$ cat config.mk
export PLATFORM = sky130hd
export DESIGN_NAME = adder_arbiter
export DESIGN_NICKNAME = d
export VERILOG_FILES = /design/src/rtl/adder_arbiter.sv
export SDC_FILE = /design/constraint.sdc
export NUM_CORES = 1
export LEC_CHECK = 0
export CAP_MARGIN = 5
export CORE_MARGIN = 3
export CORE_UTILIZATION = 39
export CTS_CLUSTER_SIZE = 24
export DETAILED_ROUTE_END_ITERATION = 16
export PLACE_DENSITY = 0.94
export SYNTH_ARGS = -nofsm -noshare
export SYNTH_HDL_FRONTEND = slang
export SYNTH_SLANG_ARGS = --single-unit
$ cat constraint.sdc
create_clock -name clk -period 5.57 [get_ports clk]
set_clock_uncertainty 0.15 [all_clocks]
set_input_delay 0.557 -clock clk [delete_from_list [all_inputs] [get_ports clk]]
set_output_delay 0.557 -clock clk [all_outputs]
set_load 0.02 [all_outputs]
$ cat src/rtl/adder_arbiter.sv
`default_nettype none
// ============================================================================
// Module      : adder_arbiter
// Description : Round-robin arbiter sharing one WIDTH-bit adder among NREQ
//               requesters.
//               Define ADDER_ARB_FIXED_PRIO_EN for fixed priority (index 0 highest).
// Revision    : 1.0 - initial release
// ============================================================================
module adder_arbiter #(
   parameter int WIDTH = 32,
   parameter int NREQ  = 3,
   parameter int IDW   = 2
) (
   input  logic                  clk,
   input  logic                  rst_n,
   input  logic [NREQ-1:0]       req_i,
   input  logic [NREQ*WIDTH-1:0] a_i,
   input  logic [NREQ*WIDTH-1:0] b_i,
   output logic [NREQ-1:0]       ack_o,
   output logic [WIDTH-1:0]      sum_o,
   output logic [IDW-1:0]        gnt_id_o,
   output logic                  busy_o
);

   logic [NREQ-1:0]  ack_q,    ack_d;
   logic [WIDTH-1:0] sum_q,    sum_d;
   logic [IDW-1:0]   gnt_id_q, gnt_id_d;

   logic [NREQ-1:0]  w_eligible;
   logic             w_gnt_valid;
   logic [IDW-1:0]   w_gnt_idx;
   logic [WIDTH-1:0] w_op_a;
   logic [WIDTH-1:0] w_op_b;

   // The requester acked this cycle is masked so one request is never served twice.
   assign w_eligible = req_i & ~ack_q;
   assign busy_o     = |w_eligible;

`ifdef ADDER_ARB_FIXED_PRIO_EN
   always_comb begin
      w_gnt_valid = 1'b0;
      w_gnt_idx   = '0;
      for (int k = NREQ - 1; k >= 0; k--) begin
         if (w_eligible[k]) begin
            w_gnt_valid = 1'b1;
            w_gnt_idx   = IDW'(k);
         end
      end
   end
`else
   logic [IDW-1:0] rr_ptr_q, rr_ptr_d;
   logic           w_hi_valid, w_lo_valid;
   logic [IDW-1:0] w_hi_idx,   w_lo_idx;

   // Lowest eligible index at or above the pointer wins; otherwise wrap to the lowest overall.
   always_comb begin
      w_hi_valid = 1'b0;
      w_hi_idx   = '0;
      w_lo_valid = 1'b0;
      w_lo_idx   = '0;
      for (int k = NREQ - 1; k >= 0; k--) begin
         if (w_eligible[k]) begin
            w_lo_valid = 1'b1;
            w_lo_idx   = IDW'(k);
            if (k >= int'(rr_ptr_q)) begin
               w_hi_valid = 1'b1;
               w_hi_idx   = IDW'(k);
            end
         end
      end
      w_gnt_valid = w_hi_valid | w_lo_valid;
      w_gnt_idx   = w_hi_valid ? w_hi_idx : w_lo_idx;
   end

   always_comb begin
      rr_ptr_d = rr_ptr_q;
      if (w_gnt_valid) begin
         rr_ptr_d = (w_gnt_idx == IDW'(NREQ - 1)) ? '0 : w_gnt_idx + 1'b1;
      end
   end

   always_ff @(posedge clk or negedge rst_n) begin
      if (!rst_n) begin
         rr_ptr_q <= '0;
      end else begin
         rr_ptr_q <= rr_ptr_d;
      end
   end
`endif

   always_comb begin
      w_op_a = '0;
      w_op_b = '0;
      for (int k = 0; k < NREQ; k++) begin
         if (w_gnt_idx == IDW'(k)) begin
            w_op_a = a_i[k*WIDTH +: WIDTH];
            w_op_b = b_i[k*WIDTH +: WIDTH];
         end
      end
   end

   always_comb begin
      sum_d    = sum_q;
      gnt_id_d = gnt_id_q;
      ack_d    = '0;
      if (w_gnt_valid) begin
         sum_d    = w_op_a + w_op_b;
         gnt_id_d = w_gnt_idx;
         for (int k = 0; k < NREQ; k++) begin
            ack_d[k] = (w_gnt_idx == IDW'(k));
         end
      end
   end

   always_ff @(posedge clk or negedge rst_n) begin
      if (!rst_n) begin
         ack_q    <= '0;
         sum_q    <= '0;
         gnt_id_q <= '0;
      end else begin
         ack_q    <= ack_d;
         sum_q    <= sum_d;
         gnt_id_q <= gnt_id_d;
      end
   end

   assign ack_o    = ack_q;
   assign sum_o    = sum_q;
   assign gnt_id_o = gnt_id_q;

endmodule
`default_nettype wire

==> results.yml, run 1 <==
outcome:
  status: "completed"
clock_tree:
  clock_latency_ps: 290
  cts_resized: 0
  cts_hold_buf: 0
  post_cts_buffers: 0
  numCtsBuffers: 5
  cts_root_buf: "clkbuf_8"
  clk_pin_slew_worst_paths_ps: 80
  clock_path_buffers: 2
  cts_max_level: 2
  clkSinkCount: 39
  tritoncts: "built"
global_route:
  grt_first_pass_wirelength_um: 24700
  gr-total-overflow: 0
  grt_max_degree: 40
  grt_pass1_vias: 4962
  antenna_found_initial: 1
  track_usage_pct: 27.4
pwr:
  clockPowerShare_pct: 6.4
  power_frac_comb_pct: 80.1
  vdd_drop_max_mv: 0.327
  seqPwrFrac_pct: 13.6
  internal_power_mw: 1.96
  p_per_area_mw_per_mm2: 611
  p_leak_nw: 2.82
  switching_power_mw: 2.01
  p_sw_share_pct: 50.6
timing:
  min_period_ps: 5050
  maxSlewViolCount: 0
  fin_crit_sh_pct: 90.6
  fin_ws_ps: 523
  rsz0062_at_grt: "false"
  setup_tns_ps: 0
  worstMarginPinSlew_ps: 910
  fmax_ghz: 0.198
  final-hold-violation-count: 0
  setup_viol: 0
  slew_headroom_pct: 39.3
place:
  preCtsSetupSlack_ps: 326
  gp_congestion: 0.947
  hpwl_um: 13300
  port_buffers: 234
setup_path:
  slowest_stage: "clkdlybuf4s50_1"
  crit_arrival_ps: 5080
  cp_cell_sequence: "clkdlybuf4s50_1 > nand2b_1 > o21ai_0 > a21o_1 > inv_2 > buf_4 > a22oi_1 > nand2_1 > ha_1 > fa_1 > a211oi_2 > nor2_1 > a41o_1 > a21bo_2 > o41ai_4 > o21a_2 > o21ai_2 > a41oi_2 > xnor2_1 > mux2_2"
  cp-end-kind: "register"
  critPathLaunchType: "input pin"
  max_stage_delay_ps: 460
  rr_worst_depth: 19
  cp_max_fo: 25
  path_class: "in -> reg"
  required_ps: 5600
synth:
  synth.distinct_cells: 47
  synth.most_common_cell: "nand2_1"
  synth_top_cell_by_area: "dfrtp_1"
  netlist_instances: 554
  synth_edf_count: 0
  synth_area_mm2: 0.00391
  netlist.area_leader.share_pct: 25.0
  synth-main-ff-cell: "dfrtp_1"
  ys_seq_area_share_pct: 25.0
  synth.area.top_cells: "dfrtp_1 (25%), nand2_1 (11%), ha_1 (9.9%)"
  ys_ff_latch: 39
  avgSynthCellArea_um2: 7.05
  netlist_top_cells_count: "nand2_1 (110), nor2_1 (98), a21oi_1 (45)"
  yosysWarnings: 0
  synthesis.nets: 783
  async_flop_share_pct: 100
cells_and_area:
  nets: 1005
  syn_to_final_growth_pct: 66.2
  drive_gt1_share_pct: 4.25
  antenna_cells: 0
  finish.utilization_pct: 68.3
hold_path:
  holdCritPathClass: "in -> async"
floorplan:
  coreArea_mm2: 0.00950
  die_w_um: 106
  die_area_mm2: 0.0113
  rows: 35
  initial_core_util_pct: 41.1
  pin_count: 235
  chipHeight_um: 106
routing:
  via_count: 5033
  vias_per_cell: 5.56
  first_iter_violations: 362
  drc_errors: 0
  ant_nets: 0
  drt_wl_total_um: 16300
  dr.pass1.iters: 5
  avgRoutedWirePerCell_um: 18.0
flow_run:
  drv_cap: 0
## cell usage in the layout (no fill, tap or decap), types with 2 or more instances in the layout
cell type and count:
nor2_1 97, nand2_1 110, clkbuf_8 6, a211oi_1 2, xor2_1 15, nand3_1 9, a22oi_1 29, buf_4 10
a21o_1 18, o22ai_1 28, a21oi_1 45, o21a_1 2, o21ai_1 14, ha_1 31, o21bai_1 4, inv_1 6
o211ai_1 2, clkdlybuf4s50_1 233, o21ai_0 11, o31ai_1 3, o31a_1 2, or3_1 3, nor2b_1 3, a31oi_1 12
xnor2_1 11, inv_2 2, dfrtp_1 39, nand2b_1 5
## critical path: cells and delay by family
family                     cells  cell delay, ps
and+or+nand+nor                3             290
muxes                          1             270
xor gates and xnor gates       1              90
AOI/OAI and AO/OA             10            2380
buffers and inverters          3             810
adders and majority gates      2             670
## per-stage QoR
stage	power [mW]	hold WS [ps]	instances	instance area, um2
floorplan	2.66	111	554	3910
global placement	3.54	312	898	6380
detailed placement	3.66	309	898	6380
CTS	3.93	265	906	6490
global route	4.27	308	906	6490
finish	3.97	246	906	6490
## metal layers
metal  up-vias  share of wire, %  global-route usage [%]
met5         -             0.055                       0
met4         2               2.0                    7.12
met3        28               8.4                    6.38
met2       263                50                    48.7
met1      2335                40                    33.4
li1       2405                 -                       -
## final timing paths
kind                              from     endpoint  slack [ps]
setup / recovery              req_i[2]    sum_o[26]         520
hold / removal                   rst_n  gnt_id_o[0]         250
setup reg to reg              ack_o[2]    sum_o[26]         800
hold reg to reg            gnt_id_o[0]  gnt_id_o[0]         330
max in group asynchronous        rst_n    sum_o[13]        4460
min in group clk           gnt_id_o[0]  gnt_id_o[0]         330
## final cells by class
class / count / area (um2)
fillers: 781 / 3010
inverters: 8 / 30.0
flip-flops and latches: 39 / 976
repair buffers: 244 / 2410
clock buffers: 6 / 82.6
well taps: 129 / 161
multi-input cells: 478 / 2800
clock inverters: 2 / 35.0
## power groups by stage
stage               logic [mW]  registers [mW]  clock network, mW
floorplan                 1.97           0.693                  0
CTS                       3.14           0.536              0.259
detailed placement        3.12           0.540                  0
finish                    3.18           0.538              0.253
global placement          3.00           0.533                  0
global route              3.45           0.552              0.270
## cells by family (layout without fill, tap and decap cells)
logic type               Yosys count  after routing  synth area share [%]
XOR/XNOR                          26             26                  5.83
AND/OR/NAND/NOR                  236            236                  24.3
buffers and inverters             37            260                  3.56
flip-flops                        39             39                  25.0
adder cells (fa/ha/maj)           32             32                  10.4
multiplexers                       1              1                 0.288
AO/OA/AOI/OAI                    183            183                  30.6
## registers in the layout (all words and copies together) (netlist names)
name / cells
ack_o: 3
gnt_id_o: 2
rr_ptr_q: 2
sum_o: 32
No activity file was read; power rests on OpenSTA's default activity.
==> run 2: changes to the inputs <==
CORE_MARGIN = 5   (was 3)
==> results.yml, run 2 (synthesis gave the netlist of run 1 again) <==
global_route:
  grtUsageMet2_pct: 42.8
  grt_first_pass_wirelength_um: 23800
  grt_pass1_vias: 5015
  grtUsageMet1_pct: 31.2
  grt_busiest_layer: "met2"
  gr-total-overflow: 0
  grt.met3_usage_pct: 4.54
  antenna_found_initial: 1
  grt_max_degree: 46
  track_usage_pct: 24.9
routing:
  dr.pass1.iters: 5
  ant_nets: 0
  avgRoutedWirePerCell_um: 17.0
  vias_per_cell: 5.45
  drt_wl_total_um: 15500
  first_iter_violations: 456
  drc_errors: 0
  via_count: 4959
cells_and_area:
  drive_gt1_share_pct: 4.12
  syn_to_final_growth_pct: 65.5
  final_common_cell: "clkdlybuf4s50_1"
  final_cell_mix: "clkdlybuf4s50_1 (233), nand2_1 (110), nor2_1 (97)"
  finish.utilization_pct: 66.2
  antenna_cells: 0
  largest_reg_flops: 32
  nets: 1005
  stdcell_area_mm2: 0.00647
  nFillCells: 828
place:
  gp_congestion: 0.985
  port_buffers: 234
  placed_cell_area_mm2: 0.00638
  preCtsSetupSlack_ps: 542
  hpwl_um: 13000
timing:
  maxSlewViolCount: 0
  fin_crit_sh_pct: 86.5
  fmax_ghz: 0.208
  fin_ws_ps: 752
  rsz0062_at_grt: "false"
  setup_viol: 0
  min_period_ps: 4820
  final-hold-violation-count: 0
  hold_ws_ps: 224
  slew_headroom_pct: 43.6
  worstMarginPinSlew_ps: 845
  setup_tns_ps: 0
floorplan:
  die_w_um: 110
  pin_count: 235
  initial_core_util_pct: 40.0
  die_area_mm2: 0.0121
  chipHeight_um: 110
  coreArea_mm2: 0.00977
  rows: 36
clock_tree:
  clock_latency_ps: 290
  cts_hold_buf: 0
  clk_pin_slew_worst_paths_ps: 80
  numCtsBuffers: 5
  clkSinkCount: 39
  cts_max_level: 2
  tritoncts: "built"
  cts_resized: 0
  post_cts_buffers: 0
  clock_path_buffers: 2
  cts_root_buf: "clkbuf_8"
hold_path:
  holdCritPathClass: "in -> async"
setup_path:
  critPathLaunchType: "input pin"
  rr_worst_depth: 20
  path_class: "in -> reg"
  cp_max_fo: 16
  cp-end-kind: "register"
  required_ps: 5600
  crit_arrival_ps: 4840
pwr:
  p_leak_nw: 2.80
  p_per_area_mw_per_mm2: 605
  vdd_drop_max_mv: 0.244
flow_run:
  drv_cap: 0
outcome:
  status: "completed"
## run 2: area by class of cell
cell class                 count  area, um2  share of cell area (%)
clock inverter                 2       12.5                   0.193
timing repair buffer         244       2410                    37.3
clock buffer                   6       72.6                    1.12
tap                          133        166                    2.57
inverter                       8       30.0                   0.464
multi-input combinational    478       2800                    43.2
sequential                    39        976                    15.1
## run 2: critical path: stages
cell and delay (ps):
clkdlybuf4s50_1 420, nor2b_1 150, o22ai_1 160, nand2b_2 100, inv_1 440, nor2_2 120, nand2_1 90, nand2_1 60
ha_1 230, fa_1 440, a211oi_2 250, nor2_1 110, a41o_1 270, a21bo_2 250, o41ai_4 260, o21a_2 210
o21ai_2 100, a41oi_2 240, xnor2_1 100, mux2_2 270
## run 2: layer usage
metal  part of all wire [%]  wire length, um
met4                    2.7              425
met2                     48             7500
met5                   0.13               20
met3                    7.9             1220
met1                     41             6320
## run 2: worst paths after layout
check / from / end / slack (ps)
worst max-delay path: req_i[1] / sum_o[26] / 750
worst min-delay path: rst_n / sum_o[2] / 220
worst max register to register: ack_o[0] / sum_o[26] / 1040
worst min register to register: sum_o[1] / sum_o[1] / 320
max in group asynchronous: rst_n / sum_o[9] / 4520
min in group clk: sum_o[1] / sum_o[1] / 320
## run 2: where the power goes
group | switching, mW | internal, mW | leakage (nW) | total [mW]
Combinational | 1.83 | 1.37 | 2.30 | 3.20
Sequential | 0.0761 | 0.450 | 0.459 | 0.526
Clock | 0.0964 | 0.0875 | 0.0412 | 0.184
## run 2: stage by stage
stage	std cells	power [mW]
after CTS	910	3.88
after global routing	910	4.24
final	910	3.91
after floorplan	554	2.66
after global placement	902	3.54
after detailed placement	902	3.68
